**config.mk**
```make
export PLATFORM = sky130hd
export DESIGN_NAME = program_loader
export DESIGN_NICKNAME = d
export VERILOG_FILES = /design/src/rtl/program_loader.sv
export SDC_FILE = /design/constraint.sdc
export NUM_CORES = 1
export LEC_CHECK = 0
export ABC_AREA = 1
export BUFFER_PORTS_ARGS = -buffer_cell sky130_fd_sc_hd__buf_2
export CORE_MARGIN = 5
export CORE_UTILIZATION = 55
export CTS_BUF_LIST = sky130_fd_sc_hd__clkbuf_8
export DETAILED_ROUTE_END_ITERATION = 16
export PLACE_DENSITY = 0.85
export SLEW_MARGIN = 5
export SYNTH_ARGS = -nofsm -noshare
export SYNTH_HDL_FRONTEND = slang
export SYNTH_SLANG_ARGS = --single-unit
```
**constraint.sdc**
```tcl
create_clock -name clk -period 1.7 [get_ports clk]
set_input_delay 0.085 -clock clk [delete_from_list [all_inputs] [get_ports clk]]
set_output_delay 0.085 -clock clk [all_outputs]
set_load 0.02 [all_outputs]
```
**src/rtl/program_loader.sv**
```systemverilog
// rtl/program_loader.sv - host-pin program image loader into the CPU RAM write port
//
// Purpose:
//   Accepts a program image one byte per strobe rise from the chip pins and writes
//   it into the CPU RAM. The CPU is held in reset while a load is in progress and
//   released once the loader is back in IDLE, so execution starts from address 0.
//   Optional trailing checksum byte: define PROGRAM_LOADER_CHECKSUM_EN.
//
// Ports:
//   clk          in   system clock, rising edge
//   rst_n        in   synchronous reset, active-low
//   load_req_i   in   async pin, high = host requests/continues a load
//   strobe_i     in   async pin, rising edge = data_i holds a valid byte
//   data_i       in   program byte (held stable around the strobe rise)
//   ram_addr_o   out  RAM write address
//   ram_data_o   out  RAM write data
//   ram_we_o     out  RAM write enable, single-cycle pulse
//   cpu_rst_n_o  out  CPU core reset, active-low
//   busy_o       out  high while the loader is not IDLE
//   done_o       out  one-cycle pulse when a complete image has been accepted
//   chk_err_o    out  sticky checksum mismatch flag (0 without the checksum option)

module program_loader #(
   parameter int DW        = 8,
   parameter int AW        = 4,
   parameter int NUM_BYTES = 16
) (
   input  logic          clk,
   input  logic          rst_n,
   input  logic          load_req_i,
   input  logic          strobe_i,
   input  logic [DW-1:0] data_i,
   output logic [AW-1:0] ram_addr_o,
   output logic [DW-1:0] ram_data_o,
   output logic          ram_we_o,
   output logic          cpu_rst_n_o,
   output logic          busy_o,
   output logic          done_o,
   output logic          chk_err_o
);

`ifdef PROGRAM_LOADER_CHECKSUM_EN
   typedef enum logic [1:0] {IDLE = 2'd0, LOAD = 2'd1, CHECK = 2'd2} state_t;
`else
   typedef enum logic [1:0] {IDLE = 2'd0, LOAD = 2'd1} state_t;
`endif

   localparam logic [AW-1:0] LAST_ADDR = AW'(NUM_BYTES - 1);

   state_t        state;
   logic [AW-1:0] addr_cnt;
   logic          load_s1, load_s2;
   logic          strobe_s1, strobe_s2, strobe_s3;
   logic          rise;

   assign rise   = strobe_s2 & ~strobe_s3;
   assign busy_o = (state != IDLE);

`ifdef PROGRAM_LOADER_CHECKSUM_EN
   logic [DW-1:0] sum;
   logic [DW-1:0] sum_next;
   logic          chk_err_q;

   assign sum_next  = sum + data_i;
   assign chk_err_o = chk_err_q;
`else
   assign chk_err_o = 1'b0;
`endif

   always_ff @(posedge clk) begin
      if (!rst_n) begin
         state       <= IDLE;
         addr_cnt    <= '0;
         load_s1     <= 1'b0;
         load_s2     <= 1'b0;
         strobe_s1   <= 1'b0;
         strobe_s2   <= 1'b0;
         strobe_s3   <= 1'b0;
         ram_we_o    <= 1'b0;
         ram_addr_o  <= '0;
         ram_data_o  <= '0;
         cpu_rst_n_o <= 1'b0;
         done_o      <= 1'b0;
`ifdef PROGRAM_LOADER_CHECKSUM_EN
         sum         <= '0;
         chk_err_q   <= 1'b0;
`endif
      end else begin
         load_s1   <= load_req_i;
         load_s2   <= load_s1;
         strobe_s1 <= strobe_i;
         strobe_s2 <= strobe_s1;
         strobe_s3 <= strobe_s2;

         ram_we_o <= 1'b0;
         done_o   <= 1'b0;

         // Release the CPU only when IDLE now and staying IDLE: this gives the
         // one-cycle delay after entering IDLE and drops the reset in the same
         // edge that starts a load.
         cpu_rst_n_o <= (state == IDLE) && !load_s2;

         case (state)
            IDLE: begin
               if (load_s2) begin
                  state    <= LOAD;
                  addr_cnt <= '0;
`ifdef PROGRAM_LOADER_CHECKSUM_EN
                  sum       <= '0;
                  chk_err_q <= 1'b0;
`endif
               end
            end

            LOAD: begin
               // Abort takes priority over a byte arriving in the same cycle.
               if (!load_s2) begin
                  state    <= IDLE;
                  addr_cnt <= '0;
               end else if (rise) begin
                  ram_addr_o <= addr_cnt;
                  ram_data_o <= data_i;
                  ram_we_o   <= 1'b1;
`ifdef PROGRAM_LOADER_CHECKSUM_EN
                  sum        <= sum_next;
`endif
                  if (addr_cnt == LAST_ADDR) begin
                     addr_cnt <= '0;
`ifdef PROGRAM_LOADER_CHECKSUM_EN
                     state    <= CHECK;
`else
                     state    <= IDLE;
                     done_o   <= 1'b1;
`endif
                  end else begin
                     addr_cnt <= addr_cnt + AW'(1);
                  end
               end
            end

`ifdef PROGRAM_LOADER_CHECKSUM_EN
            CHECK: begin
               if (!load_s2) begin
                  state    <= IDLE;
                  addr_cnt <= '0;
               end else if (rise) begin
                  // Image sum plus checksum byte must vanish mod 2**DW.
                  chk_err_q <= (sum_next != '0);
                  done_o    <= 1'b1;
                  state     <= IDLE;
               end
            end
`endif

            default: begin
               state    <= IDLE;
               addr_cnt <= '0;
            end
         endcase
      end
   end

endmodule

```
==> results of run 1 <==
-- critical path, stage by stage, from the launching register on --
cell	delay, ps
dfxtp_1	400
nand2_2	100
nor2_4	300
inv_2	170
nor2_1	140
nor2_1	60
-- cells by family after synthesis --
| kind of cell | count (synthesis) | share of synthesized area [%] |
|---|---|---|
| compound gates | 15 | 7.92 |
| fa+ha+maj | 1 | 1.32 |
| buf+inv | 21 | 10.7 |
| flops | 25 | 52.8 |
| other cells | 1 | 0.396 |
| simple gates | 59 | 26.8 |
-- through the flow --
stage / hold slack [ps] / power, mW / setup slack, ps / util, %
floorplan: 183 / 0.649 / 572 / -
global placement: 265 / 0.662 / 504 / 63.1
detailed placement: 271 / 0.664 / 419 / 63.1
CTS: 33.0 / 1.01 / 411 / 67.0
global route: 44.2 / 1.04 / 292 / 67.0
finish: 34.6 / 0.994 / 433 / 67.0
-- where the power goes --
group / leakage [nW] / switching [mW] / internal [mW]
combinational: 0.382 / 0.0324 / 0.0217
sequential: 0.203 / 0.00473 / 0.594
clock: 0.0255 / 0.177 / 0.164
total: 0.611 / 0.214 / 0.780
-- worst max-delay path by stage --
| stage | depth (start not counted) | start | end | slack, ps |
|---|---|---|---|---|
| final | 5 | state[0] | ram_data_o[2] | 430 |
| after floorplan | 5 | state[0] | ram_data_o[0] | 570 |
| after global placement | 5 | state[0] | ram_data_o[4] | 500 |
| after global routing | 5 | state[0] | ram_data_o[7] | 290 |
| after CTS | 5 | state[0] | ram_data_o[2] | 410 |
| after detailed placement | 5 | state[0] | ram_data_o[2] | 420 |
-- layout make-up --
class | instances | share of cell area (%)
flip-flops and latches | 25 | 44.2
multi-input cells | 76 | 30.5
repair buffers | 29 | 13.7
inverters | 17 | 5.64
clock buffers | 3 | 3.65
well taps | 17 | 1.88
clock inverters | 1 | 0.442
-- per-layer routing --
metal	vias to the layer above	global-route usage, %	part of all wire, %	wire length (um)
met5	-	0	0	0
met4	0	11.8	2.5	44
met3	4	3.44	6.4	113
met2	21	23.5	45	791
met1	337	18.2	46	805
li1	429	-	-	-
-- cell usage in the layout (no fill, tap or decap), types with 2 or more instances in the layout --
cell           synthesis  routed
inv_1                 16      16
nor2_4                 2       2
nor2_1                26      26
nand2_1               20      20
dfxtp_1               25      25
buf_2                  0      27
a21oi_1                3       3
clkbuf_8               0       3
dlygate4sd3_1          0       2
nand3_1                7       7
o21ai_0               11      11
-- synth_stat cells --
| cell | count | share of area [%] |
|---|---|---|
| nand2_1 | 20 | 7.9 |
| nor3_1 | 1 | 0.53 |
| a21oi_1 | 3 | 1.6 |
| o21ai_1 | 1 | 0.53 |
| nor4_1 | 1 | 0.66 |
| nand2_2 | 1 | 0.66 |
| nor2_4 | 2 | 2.4 |
| conb_1 | 1 | 0.40 |
| o21ai_0 | 11 | 5.8 |
| buf_6 | 2 | 2.4 |
| nand3_1 | 7 | 3.7 |
| inv_1 | 16 | 6.3 |
| nand4_1 | 1 | 0.66 |
| nor2_1 | 26 | 10 |
| inv_2 | 1 | 0.40 |
| ha_1 | 1 | 1.3 |
| buf_4 | 2 | 1.6 |
| dfxtp_1 | 25 | 53 |
==> flow_summary.json, run 1 <==
{
  "status": "completed",
  "cts_hold_buf": 2,
  "critPathRequiredTime_ps": 1870,
  "synth_cells": 122,
  "postCtsResizedCells": 0,
  "layout.cells.non_filler": 168,
  "crit_type": "flip-flop to flip-flop",
  "syn_to_final_growth_pct": 19.6,
  "finalClockSkew_ps": 7.95,
  "gp_congestion": 0.821,
  "hold_viol": 0,
  "power.density_mw_per_mm2": 877,
  "num_vias": 791,
  "grt_usage_pct": 15.2,
  "via_per_inst": 4.71,
  "avgSynthCellArea_um2": 7.76,
  "clock-sinks": 25,
  "grt_first_pass_wirelength_um": 3000,
  "dieArea_mm2": 0.00265,
  "hold_end": "ram_data_o[0]",
  "cts_tree": "yes",
  "core_area_mm2": 0.00169,
  "min_period_ps": 1270,
  "synth_seq_area_share_pct": 52.8,
  "drt_iter0_drc": 9,
  "grt_pass1_vias": 724,
  "critPathMaxFanout": 16,
  "timing.final.crit_share_pct": 74.5,
  "avgRoutedWirePerCell_um": 10.4,
  "drt.antenna.violating_nets": 0,
  "gr-total-overflow": 0,
  "io_buffers": 27,
  "rr_startpoint": "state[0]",
  "yosys_register_bits": 25,
  "clk_pin_slew_ps": 90,
  "leakage_nw": 0.611,
  "numCtsBuffers": 3,
  "nets": 165,
  "synth_cell_types": 18,
  "setup_tns_ps": 0,
  "synth_area_um2": 947,
  "vdd_drop_max_uv": 565,
  "startpoint_type": "flip-flop",
  "die_x_um": 51.5,
  "route.detailed.drc": 0,
  "multi_input_area_um2": 345,
  "worstPathArrival_ps": 1430,
  "ioPinCount": 29,
  "postCtsSetupBuffers": 0,
  "cts_max_level": 1,
  "clk_latency_ps": 270,
  "start_util_pct": 56.1,
  "dp.cells": 162,
  "postPlaceCellArea_mm2": 0.00107,
  "cts_root_buf": "clkbuf_8",
  "seq_area_um2": 500,
  "n_antenna_cell": 0,
  "rrSetupSlack_ps": 430,
  "antenna_found_initial": 0,
  "clk_path_buf_depth": 2,
  "fillers": 156,
  "hold_class": "input port to flip-flop",
  "rsz0062_at_grt": "no",
  "r2r_cells": 5,
  "largest_reg_flops": 8,
  "maxCapViolCount": 0,
  "dp_hpwl_um": 1290,
  "grt_max_degree": 21,
  "syn-num-nets": 135,
  "top_regs": "ram_data_o: 8 flops, addr_cnt: 4 flops, ram_addr_o: 4 flops",
  "dr.pass1.iters": 4,
  "r2r-end": "ram_data_o[2]",
  "regMostFlops": "ram_data_o",
  "slew_violations": 0,
  "holdCritStartpoint": "data_i[0]",
  "cp-end-kind": "flip-flop",
  "fin_area_mm2": 0.00113,
  "drive_gt1_share_pct": 23.2,
  "setup_viol": 0,
  "wl_um": 1750,
  "die_h_um": 51.5,
  "fmax_mhz": 789,
  "num_rows": 15,
  "yosysWarnings": 0,
  "hold_depth": 3
}
Power figures use the tool's default switching activity.
==> run 2, diff against run 1 <==
CORE_ASPECT_RATIO = 1.4   (was unset)
CORE_UTILIZATION = 46   (was 55)
PLACE_DENSITY = 0.76   (was 0.85)
clock period = 1.1 ns   (was 1.7 ns; I/O delays follow)
==> run 2 against run 1 <==
  * The flow now finishes with violations (hold timing)
  * Fmax up 17%
  * Via count up 11%
  * Clock power up 57%
  * Critical path depth up 2
  * Combinational power up 99%
  * Power up 58%
  * First-iteration DRC count up 67%
  * Count of clock-buffer cells in the layout unchanged
  * Wire length up 25%
  * Clock skew down 2.0 ps
  * Largest cell class unchanged
  * Largest power group unchanged
  * Highest routed layer unchanged
==> flow_summary.json, run 2 (synthesis results as in run 1) <==
{
  "start_util_pct": 48.0,
  "gr-total-overflow": 0,
  "fin_util_pct": 66.2,
  "fmax_mhz": 927,
  "syn_to_final_growth_pct": 37.9,
  "clock-sinks": 25,
  "antenna_found_initial": 0,
  "busiest_layer": "met2",
  "die_x_um": 48.4,
  "die_h_um": 63.7,
  "via_per_inst": 4.86,
  "timing.final.crit_share_pct": 98.1,
  "rrSetupSlack_ps": 20,
  "cp-end-kind": "flip-flop",
  "postPlaceCellArea_mm2": 0.00112,
  "grt_use_met1_pct": 14.6,
  "fin_area_mm2": 0.00131,
  "critPathRequiredTime_ps": 1310,
  "hold_end": "ram_data_o[5]",
  "cts_max_level": 1,
  "finalClockSkew_ps": 5.96,
  "num_rows": 19,
  "wl_um": 2200,
  "r2r_cells": 7,
  "slew_violations": 0,
  "violations": "hold timing",
  "regMostFlops": "ram_data_o",
  "setup_viol": 0,
  "hold_class": "input port to flip-flop",
  "hold_viol": 2,
  "maxCapViolCount": 0,
  "num_vias": 879,
  "use_met3_pct": 3.07,
  "grt_first_pass_wirelength_um": 3450,
  "holdCritStartpoint": "data_i[5]",
  "largest_reg_flops": 8,
  "crit_type": "flip-flop to flip-flop",
  "io_buffers": 27,
  "p_total_mw": 1.57,
  "numCtsBuffers": 3,
  "layout.cells.non_filler": 181,
  "rr_startpoint": "strobe_s2",
  "clk_pin_slew_ps": 90,
  "vdd_drop_max_uv": 1210,
  "nets": 174,
  "layout_common_cells": "buf_2, dfxtp_1, nor2_1",
  "dieArea_mm2": 0.00308,
  "cts_root_buf": "clkbuf_8",
  "dp_hpwl_um": 1450,
  "fillers": 157,
  "grt_max_degree": 15,
  "dr.pass1.iters": 4,
  "setup_tns_ps": 0,
  "startpoint_type": "flip-flop",
  "final_common_cell": "buf_2",
  "n_antenna_cell": 0,
  "critPathMaxFanout": 7,
  "grt_pass1_vias": 836,
  "worstPathArrival_ps": 1290,
  "core_area_mm2": 0.00197,
  "top_regs": "ram_data_o: 8 flops, addr_cnt: 4 flops, ram_addr_o: 4 flops",
  "hold_depth": 3,
  "power.density_mw_per_mm2": 1200,
  "dp_slack_ps": 6.38,
  "r2r-end": "addr_cnt[1]",
  "ioPinCount": 29,
  "avgRoutedWirePerCell_um": 12.2,
  "worst_slack_ps": 21.0,
  "worst_hold_slack_ps": -6.65,
  "clk_latency_ps": 270,
  "grt_usage_pct": 13.4,
  "status": "finished with violations",
  "seq_area_um2": 508,
  "cts_tree": "yes",
  "route.detailed.drc": 0,
  "clk_path_buf_depth": 2,
  "drt.antenna.violating_nets": 0,
  "rsz0062_at_grt": "yes",
  "multi_input_area_um2": 404,
  "gp_congestion": 0.858,
  "leakage_nw": 0.660,
  "dp.cells": 172,
  "met2_usage_pct": 24.5,
  "min_period_ps": 1080,
  "drt_iter0_drc": 15,
  "drive_gt1_share_pct": 39.4
}
-- run 2: changes by cell type in the layout (fill, tap and decap cells not counted), moves of 2 or more --
cell,delta
buf_4,+3
buf_6,+3
dfxtp_1,-4
dfxtp_2,+3
inv_1,-2
nand2_1,-2
nand2_4,+2
nor2_1,-6
nor2_2,+6
o21ai_0,-9
o21ai_1,+6
o21ai_2,+3
-- run 2: layer usage --
metal	wire (um)	share of wire, %
met1	855	39
met2	1190	54
met3	114	5.2
met4	38	1.7
met5	0	0
-- run 2: report_power, final --
| part | internal, mW | switching (mW) | leakage [nW] |
|---|---|---|---|
| clock network | 0.253 | 0.282 | 0.0255 |
| logic | 0.0455 | 0.0622 | 0.430 |
| registers | 0.918 | 0.00970 | 0.205 |
| total | 1.22 | 0.354 | 0.660 |
-- run 2: how the worst max path moves through the flow --
stage,from,endpoint,slack (ps),depth (start not counted)
after floorplan,addr_cnt[0],addr_cnt[3],90,6
after global placement,addr_cnt[1],addr_cnt[3],50,6
after detailed placement,addr_cnt[1],addr_cnt[0],6,6
after CTS,addr_cnt[0],addr_cnt[0],4,6
after global routing,strobe_s2,ram_addr_o[2],-70,6
final,strobe_s2,addr_cnt[1],20,7
-- run 2: area by class of cell --
class | count | share of cell area (%)
Clock buffer | 3 | 3.16
Clock inverter | 1 | 0.383
Inverter | 17 | 5.27
Multi-Input combinational cell | 76 | 30.9
Sequential cell | 25 | 38.9
Tap cell | 21 | 2.01
Timing Repair Buffer | 37 | 18.9
Timing Repair inverter | 1 | 0.479
-- run 2: critical path, stage by stage (launching register included) --
cell	delay, ps
dfxtp_1	380
nand2_4	80
nor2_4	130
buf_12	140
clkinv_4	80
nor2_4	90
nand2_1	50
nand2_1	50
-- run 2: timing repair --
| item | 4_1_cts | 5_1_grt |
|---|---|---|
| resized for setup | 2 | 37 |
| hold buffers | 2 | 0 |
| buffers inserted | 0 | 2 |
| endpoints found under the hold margin | 2 | 0 |
| gates cloned | 0 | 1 |
| endpoints found under the setup margin | 2 | 15 |
| pin swaps | 2 | 12 |
==> run 3, diff against run 2 <==
CTS_BUF_LIST = sky130_fd_sc_hd__clkbuf_4 sky130_fd_sc_hd__clkbuf_8   (was sky130_fd_sc_hd__clkbuf_8)
==> run 3 against run 2 <==
  * The flow now finishes without violations
  * Setup slack worse by 8.2 ps
  * Sequential share of layout area is 0.53 points higher
  * Largest power group unchanged
  * Combinational power is 18% higher
  * Largest cell class unchanged
  * Clock skew is 5.3 ps higher
==> flow_summary.json, run 3 (synthesis results as in run 1) <==
{
  "largest_reg_flops": 8,
  "crit_top_cell": "nor2_1",
  "regMostFlops": "ram_data_o",
  "leakage_nw": 0.676,
  "clock-sinks": 25,
  "io_buffers": 27,
  "via_per_inst": 4.77,
  "rsz0062_at_grt": "yes",
  "dr.pass1.iters": 2,
  "r2r_cells": 5,
  "power.density_mw_per_mm2": 1140,
  "startpoint_type": "flip-flop",
  "die_x_um": 48.4,
  "worstPathArrival_ps": 1320,
  "antenna_found_initial": 0,
  "grt_first_pass_wirelength_um": 3660,
  "max_stage_delay_ps": 400,
  "ioPinCount": 29,
  "layout.cells.non_filler": 187,
  "cp_slowest_cell": "dfxtp_1",
  "nets": 180,
  "finalClockSkew_ps": 11.2,
  "crit_type": "flip-flop to flip-flop",
  "clk_path_buf_depth": 2,
  "fmax_mhz": 920,
  "vdd_drop_max_uv": 908,
  "setup_viol": 0,
  "clk_latency_ps": 330,
  "grt_pass1_vias": 857,
  "cp-end-kind": "flip-flop",
  "hold_class": "input port to flip-flop",
  "critPathRequiredTime_ps": 1330,
  "timing.final.crit_share_pct": 98.8,
  "route.detailed.drc": 0,
  "hold_viol": 0,
  "rrSetupSlack_ps": 10,
  "n_antenna_cell": 0,
  "path_cells": "nand2_4 > nor2_4 > inv_2 > nor2_1 > nor2_1",
  "top_regs": "ram_data_o: 8 flops, addr_cnt: 4 flops, ram_addr_o: 4 flops",
  "die_h_um": 63.7,
  "dieArea_mm2": 0.00308,
  "holdCritStartpoint": "rst_n",
  "dp.cells": 172,
  "maxCapViolCount": 0,
  "avgRoutedWirePerCell_um": 11.8,
  "cts_root_buf": "clkbuf_4",
  "gp_congestion": 0.858,
  "syn_to_final_growth_pct": 36.1,
  "r2r-end": "ram_data_o[3]",
  "slew_violations": 0,
  "layout_common_cells": "buf_2, nor2_1, dfxtp_1",
  "drive_gt1_share_pct": 31.9,
  "num_vias": 892,
  "fin_util_pct": 65.3,
  "critPathMaxFanout": 10,
  "status": "completed",
  "dp_hpwl_um": 1450,
  "clk_pin_slew_ps": 140,
  "drt.antenna.violating_nets": 0,
  "final_common_cell": "buf_2",
  "fillers": 155,
  "hold_end": "strobe_s1",
  "num_rows": 19,
  "numCtsBuffers": 3,
  "wl_um": 2200,
  "hold_depth": 3,
  "grt_max_degree": 15,
  "start_util_pct": 48.0,
  "cts_max_level": 1,
  "grt_usage_pct": 14.5,
  "core_area_mm2": 0.00197,
  "min_period_ps": 1090,
  "gr-total-overflow": 0,
  "rr_startpoint": "strobe_s2",
  "cts_tree": "yes",
  "drt_iter0_drc": 18
}
[run 3: cell types whose count changed in the layout (fill, tap and decap cells not counted), moves of 3 or more]
cell	previous run	this run
dlygate4sd3_1	2	10
o21ai_0	2	9
nor2_2	6	2
clkbuf_8	3	0
buf_4	3	6
nor2_1	20	24
o21ai_1	7	2
clkbuf_4	0	3
[run 3: worst max-delay path by stage]
stage | startpoint | to
after floorplan | addr_cnt[0] | addr_cnt[3]
after global placement | addr_cnt[1] | addr_cnt[3]
after detailed placement | addr_cnt[1] | addr_cnt[0]
after CTS | addr_cnt[0] | addr_cnt[3]
after global routing | load_s2 | addr_cnt[2]
final | strobe_s2 | ram_data_o[3]
[run 3: worst max-delay path: cells and delay by family, from the launching register on]
family | cells | cell delay [ps]
buffers and inverters | 1 | 140
DFF | 1 | 400
and+or+nand+nor | 4 | 450
[run 3: cell type report]
type,count,area (um2),area share (%)
Clock inverter,1,5.00,0.388
Multi-Input combinational cell,76,372,28.8
Inverter,17,63.8,4.95
Timing Repair Buffer,44,292,22.6
Clock buffer,3,22.5,1.75
Tap cell,21,26.3,2.04
Sequential cell,25,508,39.4
[run 3: report_power, final]
| group | leakage [nW] | total, mW | switching (mW) | internal, mW |
|---|---|---|---|---|
| combinational | 0.453 | 0.127 | 0.0637 | 0.0631 |
| sequential | 0.205 | 0.926 | 0.00759 | 0.919 |
| clock | 0.0177 | 0.415 | 0.278 | 0.137 |
| total | 0.676 | 1.47 | 0.350 | 1.12 |
[run 3: per-stage QoR]
stage	area [um2]	TNS [ps]	setup slack (ps)	hold slack (ps)	power (mW)
after global routing	1290	-661	-56.8	34.6	1.53
after CTS	1250	0	13.3	21.0	1.46
after detailed placement	1120	0	6.38	238	1.03
after floorplan	948	0	87.3	153	1.00
after global placement	1120	0	51.1	237	1.03
final	1290	0	12.8	23.0	1.47
[run 3: repair_timing]
action | in CTS | in global routing
setup buffers | 0 | 1
gates resized for setup | 1 | 15
hold buffers | 10 | 0
endpoints found under the hold margin | 10 | 0
pin swaps | 0 | 3
setup endpoints to repair | 2 | 16
[run 3: metal layers]
layer / wire length, um / up-vias / track usage [%]
met5: 0 / - / 0
met4: 64 / 0 / 6.92
met3: 113 / 7 / 3.30
met2: 1170 / 24 / 26.0
met1: 855 / 401 / 15.7
li1: - / 460 / -
